<file path="config.mk">
export PLATFORM = sky130hd
export DESIGN_NAME = atr_io_ctrl
export DESIGN_NICKNAME = d
export VERILOG_FILES = /design/src/rtl/atr_io_ctrl.sv
export SDC_FILE = /design/constraint.sdc
export NUM_CORES = 1
export LEC_CHECK = 0
export BUFFER_PORTS_ARGS = -buffer_cell sky130_fd_sc_hd__clkbuf_2
export CORE_MARGIN = 3
export CORE_UTILIZATION = 25
export CTS_BUF_LIST = sky130_fd_sc_hd__clkbuf_4 sky130_fd_sc_hd__clkbuf_8
export CTS_CLUSTER_SIZE = 24
export DETAILED_ROUTE_END_ITERATION = 16
export HOLD_SLACK_MARGIN = 0.05
export PLACE_DENSITY = 0.41
export SLEW_MARGIN = 20
export SYNTH_ARGS = -nofsm -noshare
export SYNTH_HDL_FRONTEND = slang
export SYNTH_SLANG_ARGS = --single-unit
</file>
<file path="constraint.sdc">
create_clock -name clock -period 1.75 [get_ports clock]
set_input_delay 0.0875 -clock clock [delete_from_list [all_inputs] [get_ports clock]]
set_output_delay 0.0875 -clock clock [all_outputs]
set_load 0.05 [all_outputs]
</file>
<file path="src/rtl/atr_io_ctrl.sv">
// ============================================================================
// atr_io_ctrl
// ----------------------------------------------------------------------------
// Automatic transmit/receive (ATR) controller for four 16-bit io pin banks.
// A serial register bus loads per-bank io values, ATR masks and the TX/RX
// override values. A small FSM follows tx_empty between the RX and TX sides,
// with optional programmable transition delays. For every bank the pin
// output is the io register with the masked bits replaced by the TX or RX
// override value, depending on which side the FSM is on.
//
// Optional feature macro: ATR_DELAY_EN
//   defined   : tx_delay / rx_delay registers exist and the TX_DELAY /
//               RX_DELAY states are used when a delay is non-zero.
//   undefined : both delays are constant 0, delay writes are ignored and the
//               FSM moves directly between RX_ACTIVE and TX_ACTIVE.
//
// Register map (serial_addr), N = bank 0..3:
//   0x00+N  FR_IO_N          io_reg_N <= (io & ~d[31:16]) | (d[15:0] & d[31:16])
//   0x04+N  FR_ATR_MASK_N    atr_mask_N  <= d[15:0]
//   0x08+N  FR_ATR_TXVAL_N   atr_txval_N <= d[15:0]
//   0x0C+N  FR_ATR_RXVAL_N   atr_rxval_N <= d[15:0]
//   0x10    FR_ATR_TX_DELAY  tx_delay    <= d[DELAY_W-1:0]
//   0x11    FR_ATR_RX_DELAY  rx_delay    <= d[DELAY_W-1:0]
//   any other address is ignored.
//
// Ports:
//   clock          in   1   sole clock, rising edge
//   reset_n        in   1   asynchronous active-low reset (release is
//                           expected to be synchronous to clock)
//   serial_addr    in   7   register address
//   serial_data    in  32   register write data
//   serial_strobe  in   1   one-cycle write qualifier
//   tx_empty       in   1   high when the TX path has nothing to send
//   reg_0..reg_3   out 16   registered pin output values per bank
//   atr_state      out  2   0=RX_ACTIVE 1=TX_DELAY 2=TX_ACTIVE 3=RX_DELAY
// ============================================================================
module atr_io_ctrl #(
    parameter int DELAY_W = 12
) (
    input  logic        clock,
    input  logic        reset_n,
    input  logic [6:0]  serial_addr,
    input  logic [31:0] serial_data,
    input  logic        serial_strobe,
    input  logic        tx_empty,
    output logic [15:0] reg_0,
    output logic [15:0] reg_1,
    output logic [15:0] reg_2,
    output logic [15:0] reg_3,
    output logic [1:0]  atr_state
);

    // state      | meaning
    // RX_ACTIVE  | receive side; outputs use atr_rxval
    // TX_DELAY   | counting down before TX; outputs still use atr_rxval
    // TX_ACTIVE  | transmit side; outputs use atr_txval
    // RX_DELAY   | counting down before RX; outputs still use atr_txval
    typedef enum logic [1:0] {
        RX_ACTIVE = 2'd0,
        TX_DELAY  = 2'd1,
        TX_ACTIVE = 2'd2,
        RX_DELAY  = 2'd3
    } state_t;

    localparam logic [6:0] FR_ATR_TX_DELAY = 7'h10;
    localparam logic [6:0] FR_ATR_RX_DELAY = 7'h11;

    logic [15:0] r_io    [4];
    logic [15:0] r_mask  [4];
    logic [15:0] r_txval [4];
    logic [15:0] r_rxval [4];
    logic [15:0] r_out   [4];

    state_t               r_state;
    logic [DELAY_W-1:0]   r_count;

    logic [DELAY_W-1:0]   w_tx_delay;
    logic [DELAY_W-1:0]   w_rx_delay;
    logic                 w_bank_wr;
    logic [1:0]           w_group;
    logic [1:0]           w_bank;
    logic                 w_tx_mode;

    // Bank registers occupy 0x00..0x0F: addr[3:2] selects the register kind,
    // addr[1:0] selects the bank.
    assign w_bank_wr = serial_strobe && (serial_addr[6:4] == 3'b000);
    assign w_group   = serial_addr[3:2];
    assign w_bank    = serial_addr[1:0];

    always_ff @(posedge clock or negedge reset_n) begin
        if (!reset_n) begin
            for (int i = 0; i < 4; i++) begin
                r_io[i]    <= '0;
                r_mask[i]  <= '0;
                r_txval[i] <= '0;
                r_rxval[i] <= '0;
            end
        end else if (w_bank_wr) begin
            case (w_group)
                2'd0: r_io[w_bank] <= (r_io[w_bank] & ~serial_data[31:16])
                                    | (serial_data[15:0] & serial_data[31:16]);
                2'd1: r_mask[w_bank]  <= serial_data[15:0];
                2'd2: r_txval[w_bank] <= serial_data[15:0];
                default: r_rxval[w_bank] <= serial_data[15:0];
            endcase
        end
    end

`ifdef ATR_DELAY_EN
    logic [DELAY_W-1:0] r_tx_delay;
    logic [DELAY_W-1:0] r_rx_delay;

    // The FSM samples these only when entering a delay state, so a write
    // while counting takes effect on the next entry.
    always_ff @(posedge clock or negedge reset_n) begin
        if (!reset_n) begin
            r_tx_delay <= '0;
            r_rx_delay <= '0;
        end else if (serial_strobe) begin
            if (serial_addr == FR_ATR_TX_DELAY)
                r_tx_delay <= serial_data[DELAY_W-1:0];
            if (serial_addr == FR_ATR_RX_DELAY)
                r_rx_delay <= serial_data[DELAY_W-1:0];
        end
    end

    assign w_tx_delay = r_tx_delay;
    assign w_rx_delay = r_rx_delay;
`else
    // Zero delays make TX_DELAY and RX_DELAY unreachable.
    assign w_tx_delay = '0;
    assign w_rx_delay = '0;
`endif

    assign w_tx_mode = (r_state == TX_ACTIVE) || (r_state == RX_DELAY);

    always_ff @(posedge clock or negedge reset_n) begin
        if (!reset_n) begin
            r_state <= RX_ACTIVE;
            r_count <= '0;
            for (int i = 0; i < 4; i++)
                r_out[i] <= '0;
        end else begin
            case (r_state)
                RX_ACTIVE: begin
                    if (!tx_empty) begin
                        if (w_tx_delay == '0) begin
                            r_state <= TX_ACTIVE;
                        end else begin
                            r_state <= TX_DELAY;
                            r_count <= w_tx_delay - DELAY_W'(1);
                        end
                    end
                end
                TX_DELAY: begin
                    if (tx_empty)
                        r_state <= RX_ACTIVE;
                    else if (r_count == '0)
                        r_state <= TX_ACTIVE;
                    else
                        r_count <= r_count - DELAY_W'(1);
                end
                TX_ACTIVE: begin
                    if (tx_empty) begin
                        if (w_rx_delay == '0) begin
                            r_state <= RX_ACTIVE;
                        end else begin
                            r_state <= RX_DELAY;
                            r_count <= w_rx_delay - DELAY_W'(1);
                        end
                    end
                end
                default: begin
                    if (!tx_empty)
                        r_state <= TX_ACTIVE;
                    else if (r_count == '0)
                        r_state <= RX_ACTIVE;
                    else
                        r_count <= r_count - DELAY_W'(1);
                end
            endcase

            // Built from pre-edge state and config, so a config write and a
            // state change on the same edge both show up one cycle later.
            for (int i = 0; i < 4; i++)
                r_out[i] <= (r_io[i] & ~r_mask[i])
                          | (r_mask[i] & (w_tx_mode ? r_txval[i] : r_rxval[i]));
        end
    end

    assign reg_0     = r_out[0];
    assign reg_1     = r_out[1];
    assign reg_2     = r_out[2];
    assign reg_3     = r_out[3];
    assign atr_state = r_state;

endmodule

</file>
==> results of run 1 <==
[logic make-up after synthesis]
| group | Yosys count |
|---|---|
| AO/OA/AOI/OAI | 80 |
| buffers and inverters | 57 |
| flip-flops | 321 |
| multiplexers | 336 |
| other | 1 |
| AND/OR/NAND/NOR | 145 |
[synth_stat cells (2+ instances only)]
cell type and count:
mux2i_1 80, or4bb_1 2, dfrtp_1 321, buf_1 3, nor3_4 2, nand2b_1 11
nand2_1 18, clkbuf_1 21, nand4b_1 9, nand4_1 16, buf_2 25, nor2b_1 4
nand3_1 3, nor2_1 65, mux2_2 256, o311ai_0 11, o221ai_1 5, a21oi_1 64
nand3_2 9, buf_4 5, buf_6 2
[per-layer routing]
layer  up-vias  wire, µm
li1       3865         -
met1      4295     17510
met2       142     18120
met3        60      1197
met4         0      1044
met5         -         0
[per-stage QoR]
step	util (%)	TNS (ps)	setup WS [ps]
2_1_floorplan	-	0	134.5
3_3_place_gp	29.07	-964.2	-80.01
3_5_place_dp	29.07	-1551	-116.6
4_1_cts	32.52	0	4.429
5_1_grt	32.53	0	5.235
6_report	32.53	0	100.1
[area by class of cell]
class	instances	share of cell area, %
flip-flops and latches	321	47.58
clock buffers	99	7.215
diodes	1	0.01482
clock inverters	5	0.2741
multi-input cells	562	29.45
repair buffers	226	10.40
inverters	1	0.02222
well taps	680	5.037
[state kept, by name (all words and copies together), names as in the netlist]
name / count
r_txval: 64
reg_3: 16
reg_1: 16
atr_state: 1
r_io: 64
r_rxval: 64
reg_0: 16
r_mask: 64
reg_2: 16
[power breakdown]
group	switching [mW]	total, mW	internal [mW]
logic	1.48	2.29	0.816
registers	0.324	8.36	8.04
clock network	3.15	7.51	4.36
[path summary, 6_finish.rpt]
kind                           startpoint  depth (start not counted)            to
max in group asynchronous         reset_n                          3     reg_0[13]
setup reg to reg             atr_state[1]                          3      reg_3[8]
min in group asynchronous         reset_n                          3   r_txval[33]
hold reg to reg                r_mask[17]                          1      reg_2[1]
hold / removal             serial_addr[3]                          5      r_io[56]
setup / recovery             atr_state[1]                          1  atr_state[1]
[repair_timing]
item / CTS / global route
endpoints found under the setup margin: 1 / 0
hold buffers: 52 / 0
resized for setup: 1 / 0
hold endpoints to repair: 578 / 0
==> impl_metrics.json, run 1 <==
{
  "yosys_warnings": 0,
  "post_cts_buffers": 0,
  "die_width_um": 236.4,
  "hp-class": "in2reg",
  "drv_slew": 0,
  "cts_root_buf": "clkbuf_8",
  "fin_crit_sh_pct": 94.28,
  "use_met2_pct": 22.05,
  "power_mw": 18.17,
  "drt_wl_total_um": 37870,
  "cpPeakStageDelay_ps": 630,
  "syn_area_per_cell_um2": 14.12,
  "slew-limit-headroom_pct": 57.75,
  "final_layout_size_suffix_gt1_share_pct": 45.47,
  "async_flop_share_pct": 100.0,
  "track_usage_pct": 13.61,
  "ys_types": 29,
  "whs_ps": 136.9,
  "netlist_instances": 940,
  "synthAdderAreaFrac_pct": 0,
  "critical_path_class": "reg2out",
  "final_cells": 1895,
  "rows": 83,
  "synth_edf_count": 0,
  "die_y_um": 236.4,
  "critical_path.top_delay_family": "flip-flops",
  "hold_viol_final": 0,
  "yosysSeqAreaShare_pct": 60.51,
  "overflow": 0,
  "crit_required_ps": 1660,
  "path_cells": "clkbuf_4",
  "placed_cells_incl_taps": 1739,
  "fin_nets": 1212,
  "netlist.top_cell.by_area": "dfrtp_1",
  "drc": 0,
  "dr.pass1.iters": 4,
  "grt_pass1_vias": 8829,
  "synth_compound_area_share_pct": 3.468,
  "syn_to_final_growth_pct": 27.23,
  "synthFlopType": "dfrtp_1",
  "synth_top_family_by_area": "multiplexers",
  "register_area_um2": 8036,
  "yosys.area_share.simple_pct": 6.145,
  "run_status": "finished clean",
  "place.gp.congestion": 0.7099,
  "fin_area_um2": 16890,
  "rsz0062_at_grt": "false",
  "crit_path_start_kind": "flop",
  "tritoncts": "yes",
  "final_common_cell": "dfrtp_1",
  "synth_mux_area_share_pct": 27.75,
  "drv_cap": 0,
  "fp.dieArea_um2": 55900,
  "clock_skew_ps": 22.85,
  "drt-initial-drc-count": 328,
  "dp_hpwl_um": 25310,
  "synth_top_area_share_pct": 60.51,
  "cts_max_level": 2,
  "antenna_found_initial": 1,
  "routedWlPerCell_um": 19.98,
  "fill_cells": 5174,
  "initial_utilization_pct": 25.57,
  "fp.coreArea_um2": 51920,
  "min_period_ps": 1650,
  "grt_pass1_wl_um": 57440,
  "postPlaceCellArea_um2": 15100,
  "grtUsageMet3_pct": 2.409,
  "cts_made_buffers": 57,
  "clockBufferDepth": 3,
  "synth.area.top_cells": "dfrtp_1, mux2_2, mux2i_1",
  "synth_fp_nets": 983,
  "endpoint_kind": "primary output",
  "finalSetupViolCount": 0,
  "cts.sinks": 321,
  "cp.buffers_inverters": 1,
  "rrSetupSlack_ps": 180,
  "grtUsageMet1_pct": 18.25,
  "grt_most_used_layer": "met2",
  "fmax_mhz": 606.1,
  "p_leak_nw": 8.408,
  "worstSkewPairLatency_ps": 640,
  "path_max_fanout": 14,
  "multiInputGateArea_um2": 4975,
  "crit_arrival_ps": 1560,
  "power_density_nw_per_um2": 1076,
  "final_antenna_net_count": 0,
  "pin_count": 109,
  "syn_area_um2": 13280,
  "portBuffers": 107,
  "tightest_slew_ps": 625.7,
  "grt_start_max_net_pins": 48,
  "path_clk_slew_ps": 60,
  "critPathSlowestCell": "dfrtp_4",
  "final_cell_mix": "dfrtp_1, mux2_2, clkbuf_2",
  "via_count": 8362,
  "via_per_inst": 4.413,
  "ys_seq_elements": 321,
  "max-vdd-ir-drop_mv": 0.4670,
  "synth_xor_area_share_pct": 0
}
Power figures use the tool's default switching activity.
==> run 2: changes to the inputs <==
- CORE_MARGIN: 3 -> 8
==> impl_metrics.json, run 2 (synthesized netlist as in run 1, its figures left out) <==
{
  "final_layout_size_suffix_gt1_share_pct": 44.67,
  "cts_root_buf": "clkbuf_8",
  "min_period_ps": 1712,
  "antennaDiodeCount": 0,
  "routedWlPerCell_um": 20.44,
  "drt_wl_total_um": 38590,
  "overflow": 0,
  "hold_viol_final": 0,
  "crit_path_start_kind": "input pin",
  "fp.coreArea_um2": 52550,
  "cts_max_level": 2,
  "rows": 84,
  "power.internal_mw": 12.99,
  "pin_count": 109,
  "timing.setup.tns_ps": 0,
  "antenna_found_initial": 4,
  "dr.pass1.iters": 4,
  "initial_utilization_pct": 25.26,
  "switching_share_pct": 27.44,
  "cts_made_buffers": 57,
  "grt_start_max_net_pins": 54,
  "fmax_mhz": 584.1,
  "die_width_um": 246.4,
  "power_mw": 17.90,
  "p_leak_nw": 8.356,
  "r2r.worst_path.cells": 3,
  "final_common_cell": "dfrtp_1",
  "worstSkewPairLatency_ps": 640,
  "portBuffers": 107,
  "syn_to_final_growth_pct": 26.91,
  "dp_hpwl_um": 25730,
  "critPathSlowestCell": "dlygate4sd3_1",
  "track_usage_pct": 12.86,
  "cts.sinks": 321,
  "via_per_inst": 4.425,
  "critical_path_class": "in2reg",
  "via_count": 8354,
  "post-route-util_pct": 32.06,
  "max-vdd-ir-drop_mv": 0.5761,
  "fin_nets": 1206,
  "cpPeakStageDelay_ps": 610,
  "tritoncts": "yes",
  "crit_required_ps": 2250,
  "place.gp.congestion": 0.6995,
  "run_status": "finished clean",
  "final_cell_mix": "dfrtp_1, mux2_2, clkbuf_2",
  "drc": 0,
  "rsz0062_at_grt": "false",
  "crit_top_cell": "dlygate4sd3_1",
  "reg2reg_to": "r_io[35]",
  "placed_cells_incl_taps": 1739,
  "power_density_nw_per_um2": 1063,
  "fin_crit_sh_pct": 97.83,
  "drv_cap": 0,
  "tightest_slew_ps": 700.1,
  "grt_pass1_wl_um": 58630,
  "path_max_fanout": 4,
  "clock_skew_ps": 30.17,
  "layout_setup_ws_ps": 37.98,
  "switchingPower_mw": 4.912,
  "finalSetupViolCount": 0,
  "path_cells": "dlygate4sd3_1 -> nand4_1 -> dlygate4sd3_1 -> mux2_2 -> dlygate4sd3_1",
  "slew-limit-headroom_pct": 52.73,
  "path_clk_slew_ps": 60,
  "comb_power_share_pct": 13.0,
  "hp-class": "in2async",
  "rrSetupSlack_ps": 330,
  "grt_pass1_vias": 9058,
  "fp.dieArea_um2": 60730,
  "clockBufferDepth": 3,
  "final_antenna_net_count": 0,
  "drv_slew": 0,
  "endpoint_kind": "flop",
  "place_ws_ps": 40.59,
  "drt-initial-drc-count": 415,
  "regToRegStartpoint": "r_io[35]",
  "final_cells": 1888,
  "p_clk_share_pct": 40.3,
  "seq_power_share_pct": 46.7,
  "crit_arrival_ps": 2210,
  "die_y_um": 246.4
}
==> run 2: cell count changes in the layout (fill, tap and decap cells not counted), moves of 2 or more <==
cell / delta
buf_12: +7
dlygate4sd3_1: +2
clkbuf_8: -7
buf_4: -14
clkbuf_4: -2
==> run 2: final cells by class <==
cell class	count	area (µm²)
timing repair buffer	220	1804
sequential	321	8036
tap	688	860.8
multi-input combinational	562	4975
fill	5341	35700
clock inverter	5	52.55
inverter	1	3.754
clock buffer	91	1115
==> run 2: per-layer routing <==
| metal | share of wire [%] | global-route usage [%] |
|---|---|---|
| met1 | 47 | 17.61 |
| met2 | 45 | 19.86 |
| met3 | 5.4 | 2.837 |
| met4 | 2.5 | 4.451 |
| met5 | 0.096 | 0 |
==> run 2: worst max-delay path, delay by kind of cell <==
family	cells	cell delay, ps
buffers and inverters	3	1710
muxes	1	320
and+or+nand+nor	1	90
==> run 2: how the worst max path moves through the flow <==
stage	from	slack (ps)	endpoint
after floorplan	serial_addr[5]	130	r_rxval[37]
after global placement	serial_addr[5]	60	r_rxval[42]
after detailed placement	serial_addr[5]	40	r_rxval[41]
after CTS	serial_data[28]	40	r_io[12]
after global routing	serial_addr[0]	10	r_io[12]
final	serial_data[28]	40	r_io[12]
==> run 2: repair_timing <==
| item | 4_1_cts | 5_1_grt |
|---|---|---|
| hold buffers | 54 | 0 |
| endpoints found under the hold margin | 578 | 0 |
| endpoints found under the setup margin | 0 | 1 |
| setup buffers | 0 | 0 |
| resized for setup | 0 | 0 |
==> run 2: through the flow <==
stage	instance area, µm²	hold slack [ps]
2_1_floorplan	13280	-208.1
3_3_place_gp	15130	11.00
5_1_grt	16850	129.0
6_report	16850	130.6
3_5_place_dp	15130	8.315
4_1_cts	16850	75.50
==> run 2: power by group through the flow <==
stage               Combinational [mW]  Clock [mW]  Sequential, mW
CTS                               2.40        7.54            8.36
global route                      2.54        7.88            8.43
global placement                  2.28           0            8.48
detailed placement                2.29           0            8.49
finish                            2.34        7.21            8.35
floorplan                        0.836           0            9.04
